<file path="src/rtl/yuu_common_pkg.sv">
// yuu_common_pkg: shared state enum and default parameters for the memory arbiter.
package yuu_common_pkg;
  typedef enum logic {ARB, LOCKED} yuu_mem_arb_state_e;
  localparam int NUM_REQ_DEF    = 4;
  localparam int ADDR_WIDTH_DEF = 16;
  localparam int DATA_WIDTH_DEF = 32;
  localparam int MAX_LOCK_DEF   = 8;
endpackage

</file>
<file path="src/rtl/yuu_common_rr_picker.sv">
// yuu_common_rr_picker: combinational round-robin pick, first request at or above ptr with wrap.
module yuu_common_rr_picker #(
  parameter int N  = 4,
  parameter int PW = 2
) (
  input  logic [N-1:0]  req,
  input  logic [PW-1:0] ptr,
  output logic [N-1:0]  grant
);
  logic [2*N-1:0] rot, wide;
  logic [N-1:0] first;
  // rotate so ptr sits at bit 0, take the lowest set bit, rotate back
  always_comb begin
    rot = {req, req} >> ptr;
    first = '0;
    for (int k = N - 1; k >= 0; k--) if (rot[k]) first = N'(1) << k;
    wide = {first, first} << ptr;
    grant = wide[2*N-1:N];
  end
endmodule

</file>
<file path="src/rtl/yuu_common_mem_arbiter.sv">
// yuu_common_mem_arbiter: round-robin arbiter with locked bursts in front of a single-port SRAM.
// One beat per cycle; every beat gets a one-cycle completion pulse one cycle later.
module yuu_common_mem_arbiter
  import yuu_common_pkg::*;
#(
  parameter int NUM_REQ    = NUM_REQ_DEF,
  parameter int ADDR_WIDTH = ADDR_WIDTH_DEF,
  parameter int DATA_WIDTH = DATA_WIDTH_DEF,
  parameter int MAX_LOCK   = MAX_LOCK_DEF
) (
  input  logic                            clk,
  input  logic                            rst,
  input  logic [NUM_REQ-1:0]              req_valid,
  output logic [NUM_REQ-1:0]              req_ready,
  input  logic [NUM_REQ-1:0]              req_write,
  input  logic [NUM_REQ-1:0]              req_lock,
  input  logic [NUM_REQ*ADDR_WIDTH-1:0]   req_addr,
  input  logic [NUM_REQ*DATA_WIDTH-1:0]   req_wdata,
  input  logic [NUM_REQ*DATA_WIDTH/8-1:0] req_wstrb,
  output logic [NUM_REQ-1:0]              rsp_valid,
  output logic [DATA_WIDTH-1:0]           rsp_rdata,
  output logic                            mem_cs,
  output logic                            mem_we,
  output logic [ADDR_WIDTH-1:0]           mem_addr,
  output logic [DATA_WIDTH-1:0]           mem_wdata,
  output logic [DATA_WIDTH/8-1:0]         mem_be,
  input  logic [DATA_WIDTH-1:0]           mem_rdata
);
  localparam int PW = (NUM_REQ > 1) ? $clog2(NUM_REQ) : 1;
  localparam int SW = DATA_WIDTH / 8;
  yuu_mem_arb_state_e state, state_n;
  logic [PW-1:0] rr_ptr, ptr_n, owner, owner_n, win;
  logic [7:0] lock_cnt, cnt_n;
  logic [NUM_REQ-1:0] arb_grant, grant, rsp_q;
  logic rd_q, xfer;
  function automatic logic [PW-1:0] nxt(logic [PW-1:0] x);
    return (int'(x) == NUM_REQ - 1) ? '0 : x + PW'(1);
  endfunction
  yuu_common_rr_picker #(.N(NUM_REQ), .PW(PW)) u_picker (
    .req   (req_valid),
    .ptr   (rr_ptr),
    .grant (arb_grant)
  );
  // ready is suppressed during reset so nothing issued then can transfer
  assign grant = rst ? '0 :
                 (state == ARB) ? arb_grant :
                 (req_valid[owner] ? NUM_REQ'(1) << owner : '0);
  assign xfer = |grant;
  assign req_ready = grant;
  always_comb begin
    win = '0;
    for (int i = 0; i < NUM_REQ; i++) if (grant[i]) win = PW'(i);
  end
  assign mem_cs    = xfer;
  assign mem_we    = xfer & req_write[win];
  assign mem_addr  = req_addr[win*ADDR_WIDTH +: ADDR_WIDTH];
  assign mem_wdata = req_wdata[win*DATA_WIDTH +: DATA_WIDTH];
  assign mem_be    = req_wstrb[win*SW +: SW];
  always_comb begin
    state_n = state;
    ptr_n   = rr_ptr;
    owner_n = owner;
    cnt_n   = lock_cnt;
    if (xfer && state == ARB) begin
      ptr_n = nxt(win);
      if (req_lock[win]) begin
        state_n = LOCKED;
        owner_n = win;
        cnt_n   = 8'd1;
      end
    end else if (xfer) begin
      if (!req_lock[win] || lock_cnt == 8'(MAX_LOCK)) begin
        state_n = ARB;
        ptr_n   = nxt(owner);
      end else cnt_n = lock_cnt + 8'd1;
    end
  end
  always_ff @(posedge clk or posedge rst) begin
    if (rst) begin
      state    <= ARB;
      rr_ptr   <= '0;
      owner    <= '0;
      lock_cnt <= '0;
      rsp_q    <= '0;
      rd_q     <= 1'b0;
    end else begin
      state    <= state_n;
      rr_ptr   <= ptr_n;
      owner    <= owner_n;
      lock_cnt <= cnt_n;
      rsp_q    <= grant;
      rd_q     <= xfer & ~req_write[win];
    end
  end
  assign rsp_valid = rsp_q;
  assign rsp_rdata = rd_q ? mem_rdata : '0;
endmodule

</file>
<file path="config.mk">
export PLATFORM = sky130hd
export DESIGN_NAME = yuu_common_mem_arbiter
export DESIGN_NICKNAME = d
export VERILOG_FILES = /design/src/rtl/yuu_common_pkg.sv /design/src/rtl/yuu_common_rr_picker.sv /design/src/rtl/yuu_common_mem_arbiter.sv
export SDC_FILE = /design/constraint.sdc
export NUM_CORES = 1
export LEC_CHECK = 0
export BUFFER_PORTS_ARGS = -buffer_cell sky130_fd_sc_hd__buf_2
export CELL_PAD_IN_SITES_DETAIL_PLACEMENT = 0
export CELL_PAD_IN_SITES_GLOBAL_PLACEMENT = 1
export CORE_AREA = 3 3 133 135
export CTS_CLUSTER_DIAMETER = 30
export DETAILED_ROUTE_END_ITERATION = 12
export DIE_AREA = 0 0 136 138
export GPL_TIMING_DRIVEN = 0
export PLACE_DENSITY_LB_ADDON = 0.1
export SLEW_MARGIN = 30
export SYNTH_ARGS = -nofsm -noshare
export SYNTH_HDL_FRONTEND = slang
export SYNTH_SLANG_ARGS = --single-unit
</file>
<file path="constraint.sdc">
create_clock -name clk -period 6.79 [get_ports clk]
set_input_delay 0.679 -clock clk [delete_from_list [all_inputs] [get_ports clk]]
set_output_delay 0.679 -clock clk [all_outputs]
set_load 0.01 [all_outputs]
</file>
== Yosys cells after proc, flatten, opt, wreduce, memory -nomap -nowiden ==
Cells that the tools add are included.

* Reduce and logical (&&, ||, !) cells: 10
* Shifts and indexed selects: 6
* Bitwise logic cells: 4
* Equal/unequal tests: 5
* Magnitude comparators: 2
* Multiplexer cells: 30
* Add/sub/neg operators: 3

{| class="wikitable"
|+ Operators by type and width
! cell !! count
|-
| 128-bit by 8-bit indexed part select with 32-bit output || 1
|-
| 64-bit by 7-bit indexed part select with 16-bit output || 1
|-
| 32-bit two-way mux || 1
|-
| 8-bit two-way mux || 4
|-
| 4-bit two-way mux || 7
|-
| 16-bit by 5-bit indexed part select with 4-bit output || 1
|-
| 2-bit two-way mux || 7
|-
| 8-bit by 1-bit adder with 8-bit output, second input constant || 1
|-
| 8-bit by 4-bit equality test with 1-bit output, second input constant || 1
|-
| 1-bit two-way mux || 8
|-
| 8-bit by 2-bit << shifter with 8-bit output || 1
|-
| 8-bit by 2-bit right shift with 4-bit output || 1
|-
| 1-bit binary-select mux with 2-bit select || 3
|-
| 2-bit by 3-bit less-than comparator with 1-bit output, second input constant || 2
|-
| 3-bit AND reduction || 2
|-
| 2-bit by 1-bit adder with 2-bit output, second input constant || 2
|-
| 2-bit by 1-bit equality test with 1-bit output, second input constant || 2
|-
| 2-bit AND reduction || 2
|-
| 2-bit nonzero test || 2
|-
| 4-bit OR reduction || 1
|-
| 1-bit by 2-bit << shifter with 4-bit output, first input constant || 1
|-
| 1-bit AND || 2
|-
| 2-bit by 1-bit inequality test with 1-bit output, second input constant || 1
|-
| 2-bit inequality test, second input constant || 1
|-
| other kinds (4) || 5
|}

* Flip-flop bits (word level): 18
* Output and inout port bits: 94
* Logic and storage cells: 66

== Longest topological paths before layout ==
Gate-level depths: netlist (run 1).

* Word-level depth: 18
* Depth in mapped cells: 12
* Mapped depth without buffers: 9

== Hierarchy ==
A second synthesis (run 1) with hierarchy kept.

* Cells, all modules: 376
* Area total of the unflattened synthesis: 2905.3 um^2

{| class="wikitable"
|+ Modules (own cells, without submodules)
! module !! area an instance (um^2) !! sequential area each (um^2) !! instances !! cells an instance
|-
| yuu_common_mem_arbiter || 2795.2 || 450.4 || 1 || 359
|-
| yuu_common_rr_picker || 110.1 || 0.0 || 1 || 17
|}

== Worst setup path after synthesis (run 1) ==
OpenSTA, ideal clock, no wires.

* Path kind: input to output
* Start: in rst
* End: out mem_wdata[19]
* Required time: 6.111 ns
* Setup slack: 3.712 ns
* Data arrival time: 2.399 ns
* Stages on the path: 7
* Path buffers: 2
* Cell sequence: or3b_1 > o22ai_2 > a32o_2 > clkbuf_1 > clkbuf_1 > a21oi_1 > o21ai_0

* Elaborated cells on any way between the ends: 5

{| class="wikitable"
|+ RTL lines
! item !! RTL line !! source
|-
| from (decl) || yuu_common_mem_arbiter.sv:12 || <nowiki>input logic rst,</nowiki>
|-
| 4-bit two-way mux || yuu_common_mem_arbiter.sv:45 || <nowiki>assign grant = rst ? '0 :</nowiki>
|-
| via req_ready[2] || yuu_common_mem_arbiter.sv:14 || <nowiki>output logic [NUM_REQ-1:0] req_ready,</nowiki>
|-
| 2-bit two-way mux (2 in a row) || yuu_common_mem_arbiter.sv:52 || <nowiki>for (int i = 0; i < NUM_REQ; i++) if (grant[i]) win = PW'(i);</nowiki>
|-
| 128-bit by 8-bit indexed part select with 32-bit output || yuu_common_mem_arbiter.sv:57 || <nowiki>assign mem_wdata = req_wdata[win*DATA_WIDTH +: DATA_WIDTH];</nowiki>
|-
| to (decl) || yuu_common_mem_arbiter.sv:25 || <nowiki>output logic [DATA_WIDTH-1:0] mem_wdata,</nowiki>
|}

The timed path passes the listed nets, and every way through them passes these cells.

== Final worst setup path (run 1) ==
* Start: in rst
* End: out mem_wdata[17]

* Longest elaborated chain between the ends: 5

{| class="wikitable"
|+ Ends and longest elaborated chain
! item !! RTL line
|-
| 4-bit two-way mux * || yuu_common_mem_arbiter.sv:45
|-
| 1-bit two-way mux || yuu_common_mem_arbiter.sv:52
|-
| 2-bit two-way mux || yuu_common_mem_arbiter.sv:52
|-
| 2-bit two-way mux * || yuu_common_mem_arbiter.sv:52
|-
| 128-bit by 8-bit indexed part select with 32-bit output * || yuu_common_mem_arbiter.sv:57
|}

Every way passes the cells marked *; elsewhere a longest branch is shown, timed or not.

==> qor.csv, run 1 <==
stage;metric;value;unit
status;status;finished clean;
grt;grt_start_max_net_pins;20;
pwr;power;1.60;mW
placed_design;place_congestion;0.859;
synthesis;async_flop_share;100;%
timing;drv_slew;0;
pwr;p_leak;2.71;nW
setup_path;crit_family;buffers and inverters;
grt;grt.busiest_layer;met2;
grt;met3_usage;4.43;%
clock_network;cts_root_buffer;clkbuf_16;
finish;nNetsFinal;1137;
timing;whs;569;ps
setup_path;path_class;in2out;
timing;tightestPinTransition;820;ps
die;die_h;138;um
grt;met2_usage;35.5;%
synthesis;synth_top_area_share;21.2;%
setup_path;cp.required;6110;ps
die;ios;348;
die;core_area;16600;um2
synthesis;yosys_warnings;0;
timing;rsz0062_at_grt;no;
synthesis;syn-cell-area;3030;um2
finish;fin_util;31.0;%
timing;max_freq;256;MHz
timing;min_period_over_period;57.4;%
setup_path;cp-end-kind;output port;
clock_network;clock_latency;260;ps
synthesis;synth-seq-cells;18;
die;initial_core_util;18.3;%
finish;fillers;1971;
clock_network;cts_tree;done;
setup_path;arrival;3220;ps
setup_path;path_cells;buf_2, nor2_1, nand2_1, o2bb2ai_1, buf_4, buf_2, clkbuf_1, nand2_1, o21ai_0, buf_2;
pwr;clockPowerShare;8.5;%
placed_design;dp_cells;1092;
detailed_routing;routed_wl;18600;um
pwr;vdd_drop_max;0.111;mV
synthesis;synthCells;525;
clock_network;cts.sinks;18;
grt;grt_use_total;18.4;%
timing;skew;1.71;ps
setup_path;crit_path_start_kind;input port;
clock_network;cts_buffers;3;
setup_path;crit_top_cell;buf_2;
hold_path;hold_path_class;reg2reg;
detailed_routing;dr.first_iter.drc_count;184;
finish;multi_input_area;2350;um2
finish;fin_area;5140;um2
timing;relSlewSlack;45.3;%
pwr;powerDensity;311;nW/um2
pwr;pwr-share-comb;78.8;%
synthesis;yosys-top-cells-area;nand2_1 (21%), a21oi_1 (18%), dfrtp_1 (15%);
synthesis;synth-seq-area-share;14.8;%
setup_path;critPathMaxFanout;10;
detailed_routing;wl_per_cell;17.0;um
detailed_routing;drtPass1Iterations;4;
finish;register_area;450;um2
die;rows;47;
timing;final-setup-viol-count;0;
die;fp.dieW;136;um
grt;overflow;0;
synthesis;post_synth.cell_area_avg;5.78;um2
placed_design;pre_cts_slack;2850;ps
setup_path;path_buf_inv;5;
timing;tns;0;ps
synthesis;synth_ff_type;dfrtp_1;
synthesis;synth-edff-count;0;
grt;grt_antenna_before_repair;3;
timing;fin_ws;2890;ps
pwr;p_int;0.747;mW
timing;post-route-min-period;3900;ps
clock_network;cts_setup_buffers;0;
clock_network;cts.clk_slew.worst_paths;60;ps
detailed_routing;vias_per_cell;4.54;
detailed_routing;vias;4978;
placed_design;io_buffers;347;
finish;final_cells;1097;
detailed_routing;ant_nets;0;
clock_network;ctsHtreeMaxLevel;1;
finish;drive_gt1_share;42.7;%
finish;areaGrowthSynthToFinish;69.3;%
synthesis;synthDistinctLibCells;50;
die;dieArea;18800;um2
grt;grt_pass1_vias;4939;
grt;grt_pass1_wl;27600;um
job;maxCapViolCount;0;
clock_network;clock_path_buffers;2;
placed_design;placed_cell_area;5050;um2
synthesis;yosysMostFrequentCell;nand2_1;
clock_network;post_cts_resize_count;0;
clock_network;ctsHoldBuffers;0;
timing;hold_viol_final;0;
synthesis;synth_nets;785;
detailed_routing;drc_errors;0;
synthesis;yosys-top-cells-count;nand2_1 (171), a21oi_1 (108), o21ai_0 (59), and2_1 (35), clkbuf_1 (31);
setup_path;worst_path_largest_cell_delay;670;ps
placed_design;dp_hpwl;15300;um
pwr;p_seq_share;12.6;%
synthesis;yosys.area.top_type;nand2_1;
pwr;p_sw;0.849;mW
setup_path;cpMaxStageDelayCell;o2bb2ai_1;
pwr;switching_share;53.2;%
grt;met1_usage;20.6;%
## worst paths after layout
check	end	cells after the start	from	slack [ps]
hold reg to reg	lock_cnt[7]	1	lock_cnt[7]	570
max in group asynchronous	lock_cnt[0]	2	rst	5730
hold / removal	lock_cnt[7]	1	lock_cnt[7]	570
setup / recovery	mem_wdata[17]	10	rst	2890
setup reg to reg	owner[0]	9	state	3980
min in group asynchronous	rr_ptr[0]	2	rst	580
## metal layers
layer | up-vias | wire (um)
li1 | 2512 | -
met1 | 2264 | 6830
met2 | 185 | 10200
met3 | 13 | 1410
met4 | 4 | 146
met5 | - | 27
## layout make-up
type / count / area share [%]
Multi-Input combinational cell: 453 / 45.8
Timing Repair Buffer: 347 / 33.8
Sequential cell: 18 / 8.77
Tap cell: 220 / 5.36
Buffer: 43 / 3.68
Clock buffer: 4 / 1.73
Inverter: 11 / 0.828
Antenna cell: 1 / 0.0487
## power groups by stage
| stage | Clock, mW | Combinational, mW | Sequential [mW] |
|---|---|---|---|
| 3_5_place_dp | 0 | 1.27 | 0.204 |
| 5_1_grt | 0.141 | 1.41 | 0.211 |
| 6_report | 0.136 | 1.26 | 0.202 |
| 3_3_place_gp | 0 | 1.27 | 0.204 |
| 2_1_floorplan | 0 | 0.772 | 0.193 |
| 4_1_cts | 0.137 | 1.28 | 0.202 |
## state kept, by name, summed over array words and instances (netlist names)
| name | flops |
|---|---|
| lock_cnt | 8 |
| rd_q | 1 |
| rr_ptr | 2 |
| owner | 2 |
| rsp_valid | 4 |
| state | 1 |
## worst register-to-register path, cell delays in order (launching register included)
cell and delay, ps:
dfrtp_1 350, buf_4 160, nor2_1 250, nand2_1 80, o2bb2ai_1 670, buf_4 340
nand2_1 140, o221ai_4 170, nand2_4 150, o41a_1 390
## cells by family after synthesis
logic type / count (synthesis) / synth area share, %
flops: 18 / 14.8
fa+ha+maj: 6 / 2.47
mux: 6 / 2.39
simple gates: 246 / 36.5
compound gates: 195 / 36.2
buf+inv: 54 / 7.63
## placed cells by master (no fill, tap or decap), types with 3 or more instances in the layout
| cell type | Yosys | layout |
|---|---|---|
| dfrtp_1 | 18 | 18 |
| clkbuf_16 | 0 | 3 |
| a221o_1 | 5 | 5 |
| nand2_1 | 171 | 171 |
| ha_1 | 6 | 6 |
| nor4_1 | 5 | 5 |
| and3_1 | 3 | 3 |
| inv_1 | 9 | 9 |
| nor3_1 | 3 | 3 |
| a21oi_1 | 108 | 108 |
| clkbuf_1 | 31 | 31 |
| nand3_1 | 6 | 6 |
| and2_1 | 35 | 35 |
| o21ai_0 | 59 | 59 |
| nor2_1 | 10 | 10 |
| buf_2 | 7 | 354 |
| buf_4 | 3 | 3 |
| mux2i_1 | 5 | 5 |
No activity file was read; power rests on OpenSTA's default activity.
==> run 2, diff against run 1 <==
- CORE_AREA: 3 3 133 135 -> 3 3 135 137
- DIE_AREA: 0 0 136 138 -> 0 0 138 140
- clock period: 6.79 -> 3.6 ns (I/O delays scaled with it)
==> run 2 against run 1 <==
Net effect: sequential share of layout area barely moved; via count rose by 1.7%; highest routed layer unchanged; critical path depth fell by 2; sequential power rose by 92%; clock-buffer cell count did not move; critical path type is now reg2out.
==> qor.csv, run 2 (synthesis gave the netlist of run 1 again) <==
stage;metric;value;unit;change
status;status;finished clean;;
clock_network;clock_latency;250;ps;about the same
setup_path;crit_top_cell;clkbuf_1;;
clock_network;cts_setup_buffers;0;;unchanged
die;core_area;17200;um2;+3.6%
setup_path;reg2reg_depth;10;;+1
finish;fillers;2035;;+3.2%
finish;multi_input_area;2360;um2;+0.27%
finish;largest_reg_flops;8;;unchanged
grt;overflow;0;;unchanged
placed_design;dp_cells;1097;;+0.46%
grt;grt_pass1_vias;5096;;+3.2%
finish;fin_util;30.0;%;-0.95 points
die;dieArea;19300;um2;+2.9%
timing;drv_slew;0;;unchanged
finish;layout_common_cells;buf_2 (354), nand2_1 (171), a21oi_1 (108);;
clock_network;cts_tree;done;;
setup_path;arrival;2980;ps;-240 ps
grt;grt_antenna_before_repair;2;;-1
setup_path;r2r-start;owner[0];;
timing;tightestPinTransition;829;ps;+9.06 ps
die;rows;48;;+2.1%
clock_network;post_cts_resize_count;1;;+1
clock_network;cts.clk_slew.worst_paths;60;ps;about the same
detailed_routing;drtPass1Iterations;4;;unchanged
timing;skew;4.96;ps;+3.25 ps
placed_design;io_buffers;347;;unchanged
pwr;power;3.02;mW;+89%
clock_network;ctsHoldBuffers;0;;unchanged
setup_path;cp-end-kind;output port;;
timing;post-route-min-period;3340;ps;
timing;final-setup-viol-count;0;;unchanged
setup_path;cpMaxStageDelayCell;dfrtp_1;;
detailed_routing;ant_nets;0;;unchanged
clock_network;cts.sinks;18;;unchanged
die;die_h;140;um;+1.4%
setup_path;reg2reg_slack;840;ps;-3140 ps
die;ios;348;;unchanged
placed_design;dp_hpwl;15200;um;-0.82%
hold_path;hold_path_class;in2async;;
finish;drive_gt1_share;43.3;%;+0.57 points
finish;register_area;450;um2;unchanged
timing;tns;0;ps;unchanged
timing;rsz0062_at_grt;no;;
grt;grt_start_max_net_pins;20;;unchanged
finish;areaGrowthSynthToFinish;70.0;%;
die;initial_core_util;17.7;%;-0.63 points
detailed_routing;drc_errors;0;;unchanged
setup_path;worst_path_largest_cell_delay;470;ps;-200 ps
setup_path;path_class;reg2out;;
setup_path;crit_path_start_kind;register;;
setup_path;cp.required;3240;ps;-2870 ps
finish;layout.cells.most_common;buf_2;;
pwr;p_leak;2.72;nW;+0.60%
grt;grt_pass1_wl;27600;um;about the same
finish;nNetsFinal;1137;;unchanged
detailed_routing;routed_wl;18300;um;-1.9%
setup_path;critPathMaxFanout;10;;unchanged
setup_path;path_cells;or3b_1, o22ai_2, a32o_2, clkbuf_1, clkbuf_1, a21oi_1, o21ai_0, buf_2;;
clock_network;ctsHtreeMaxLevel;1;;unchanged
detailed_routing;vias;5064;;+1.7%
setup_path;worst_r2r_endpoint;lock_cnt[2];;
timing;hold_viol_final;0;;unchanged
grt;grt_use_total;17.2;%;-1.2 points
timing;relSlewSlack;44.7;%;-0.66 points
placed_design;place_congestion;0.848;;-1.3%
detailed_routing;wl_per_cell;16.6;um;-2.4%
clock_network;cts_buffers;3;;unchanged
pwr;powerDensity;586;nW/um2;+89%
timing;max_freq;300;MHz;
job;maxCapViolCount;0;;unchanged
finish;regMostFlops;lock_cnt;;
timing;min_period_over_period;92.7;%;
pwr;vdd_drop_max;0.188;mV;+69%
die;fp.dieW;138;um;+1.5%
detailed_routing;dr.first_iter.drc_count;218;;+18%
clock_network;cts_root_buffer;clkbuf_16;;
clock_network;clock_path_buffers;2;;unchanged
finish;final_cells;1103;;+0.55%
detailed_routing;vias_per_cell;4.59;;+1.2%
## run 2: cell count changes in the layout (fill, tap and decap cells not counted), sizes merged
cell   before  now
diode       1    2
## run 2: routing by layer
layer / global-route usage, % / share of wire [%]
met5: 0 / 0.071
met4: 3.95 / 2.0
met3: 4.06 / 7.5
met2: 32.3 / 52
met1: 19.8 / 38
## run 2: worst max-delay path by stage
stage,endpoint,startpoint,slack [ps],cells after the start
floorplan,mem_wdata[19],owner[1],1060,7
finish,mem_wdata[12],owner[1],260,8
detailed placement,mem_addr[5],state,270,10
global route,mem_addr[5],owner[1],2,9
CTS,mem_wdata[19],owner[1],180,9
global placement,mem_be[1],state,270,10
## run 2: final cells by class
type	count	area share (%)
clock buffer	4	1.72
inverter	11	0.825
sequential	18	8.73
tap	225	5.46
timing repair buffer	347	33.7
multi-input combinational	453	45.7
antenna	2	0.0970
buffer	43	3.76
## run 2: per-stage QoR
step / cell area, um2 / setup WS, ps / hold WS [ps]
finish: 5160 / 264 / 289
global route: 5150 / 1.51 / 368
CTS: 5150 / 182 / 309
detailed placement: 5050 / 273 / 538
global placement: 5050 / 273 / 544
floorplan: 3030 / 1060 / 307
## run 2: worst max-delay path: cells and delay by family, from the launching register on
kind            cells  cell delay (ps)
flops               1              470
simple gates        1              410
compound gates      4              760
buf+inv             3             1070
## run 2: power breakdown
group          leakage, nW  switching (mW)  internal, mW  total, mW
clock network       0.0442          0.0826         0.169      0.252
registers            0.219           0.102         0.286      0.387
logic                 2.46            1.43         0.957       2.38
==> run 3, diff against run 2 <==
- PLACE_DENSITY: unset -> 0.76
- PLACE_DENSITY_LB_ADDON: 0.1 -> unset
==> run 3 against run 2 <==
Net effect: sequential cell count stayed put; setup slack worse by 23 ps; clock power is 12% lower; largest cell class unchanged; largest power group unchanged.
==> qor.csv, run 3 (synthesis gave the netlist of run 1 again) <==
stage;metric;value;unit;change
grt;grt_antenna_before_repair;0;;-2
clock_network;clock_latency;250;ps;about the same
detailed_routing;vias_per_cell;4.52;;-1.6%
clock_network;ctsHtreeMaxLevel;1;;unchanged
setup_path;critPathMaxFanout;10;;unchanged
grt;grt_start_max_net_pins;20;;unchanged
die;die_h;140;um;unchanged
timing;rsz0062_at_grt;no;;
finish;nNetsFinal;1136;;-0.088%
pwr;p_leak;2.72;nW;-0.35%
die;fp.dieW;138;um;unchanged
status;status;finished clean;;
hold_path;hold_path_class;in2async;;
timing;post-route-min-period;3360;ps;+23.2 ps
die;ios;348;;unchanged
placed_design;io_buffers;347;;unchanged
setup_path;arrival;3000;ps;+20 ps
grt;grt_pass1_vias;4721;;-7.4%
detailed_routing;ant_nets;0;;unchanged
clock_network;clock_path_buffers;2;;unchanged
clock_network;cts_root_buffer;clkbuf_16;;
placed_design;place_congestion;0.827;;-2.4%
pwr;power;2.98;mW;-1.3%
clock_network;ctsHoldBuffers;0;;unchanged
grt;grt_use_total;16.0;%;-1.3 points
clock_network;cts_tree;done;;
detailed_routing;routed_wl;17000;um;-7.1%
finish;layout.cells.most_common;buf_2;;
die;core_area;17200;um2;unchanged
setup_path;cp-end-kind;output port;;
timing;tightestPinTransition;764;ps;-65.2 ps
detailed_routing;wl_per_cell;15.4;um;-6.8%
placed_design;dp_hpwl;13900;um;-8.2%
setup_path;crit_path_start_kind;register;;
grt;overflow;0;;unchanged
clock_network;cts_buffers;3;;unchanged
detailed_routing;drtPass1Iterations;4;;unchanged
timing;skew;3.41;ps;-1.56 ps
pwr;powerDensity;581;nW/um2;-0.96%
finish;drive_gt1_share;43.2;%;about the same
clock_network;cts.clk_slew.worst_paths;50;ps;about the same
detailed_routing;dr.first_iter.drc_count;307;;+41%
setup_path;cp.required;3240;ps;about the same
timing;min_period_over_period;93.3;%;+0.65 points
die;rows;48;;unchanged
detailed_routing;drc_errors;0;;unchanged
timing;tns;0;ps;unchanged
setup_path;path_class;reg2out;;
timing;relSlewSlack;49.0;%;+4.3 points
grt;grt_pass1_wl;25300;um;-8.3%
die;dieArea;19300;um2;unchanged
finish;largest_reg_flops;8;;unchanged
timing;hold_viol_final;0;;unchanged
detailed_routing;vias;4967;;-1.9%
finish;antenna_cells;0;;-2
die;initial_core_util;17.7;%;unchanged
job;maxCapViolCount;0;;unchanged
timing;max_freq;298;MHz;-0.69%
finish;areaGrowthSynthToFinish;69.3;%;
finish;layout_common_cells;buf_2 (352), nand2_1 (171), a21oi_1 (108);;
timing;drv_slew;0;;unchanged
timing;final-setup-viol-count;0;;unchanged
clock_network;cts.sinks;18;;unchanged
finish;regMostFlops;lock_cnt;;
pwr;vdd_drop_max;0.229;mV;+22%
[run 3: critical path, stage by stage (launching register included)]
cell and delay [ps]:
dfrtp_1 460, or3b_1 410, o22ai_2 190, a32o_2 270, clkbuf_2 340, clkbuf_1 500
a21oi_1 210, o21ai_0 200, buf_2 170
[run 3: worst paths after layout]
path,slack [ps],start,end,cells past startpoint
max,240,owner[1],mem_wdata[27],8
min,270,rst,rr_ptr[1],2
max reg2reg,610,owner[0],lock_cnt[2],10
min reg2reg,560,lock_cnt[7],lock_cnt[7],1
max in group asynchronous,2850,rst,lock_cnt[4],2
min in group clk,450,req_write[3],rd_q,3
[run 3: what timing repair did]
action                                  4_1_cts  5_1_grt
resized for setup                             2        9
cloned                                        0        0
buffers inserted                              0        0
endpoints found under the setup margin       31       28
[run 3: routing by layer]
layer	share of wire, %	GRT usage [%]	vias up
met5	0	0	-
met4	0.50	1.61	0
met3	5.8	2.73	8
met2	53	30.1	186
met1	41	19.6	2263
li1	-	-	2510
[run 3: cell type report]
type / count / area, um2
Buffer: 42 / 193
Multi-Input combinational cell: 453 / 2360
Fill cell: 1975 / 12000
Timing Repair Buffer: 347 / 1740
Tap cell: 225 / 282
Inverter: 11 / 42.5
Sequential cell: 18 / 450
Clock buffer: 3 / 75.1
[run 3: metrics by stage]
step / hold WS [ps] / instances / setup slack, ps / area, um2 / utilization (%)
final: 274 / 1099 / 241 / 5140 / 29.9
after global routing: 331 / 1099 / 29.4 / 5140 / 29.9
after CTS: 292 / 1100 / 44.4 / 5130 / 29.9
after detailed placement: 535 / 1097 / 109 / 5050 / 29.4
after global placement: 537 / 1097 / 59.3 / 5050 / 29.4
after floorplan: 307 / 525 / 1060 / 3030 / -
[run 3: power by group]
part | leakage, nW | switching [mW] | internal, mW
registers | 0.219 | 0.0984 | 0.286
logic | 2.46 | 1.42 | 0.956
clock network | 0.0370 | 0.0754 | 0.146
total | 2.72 | 1.59 | 1.39
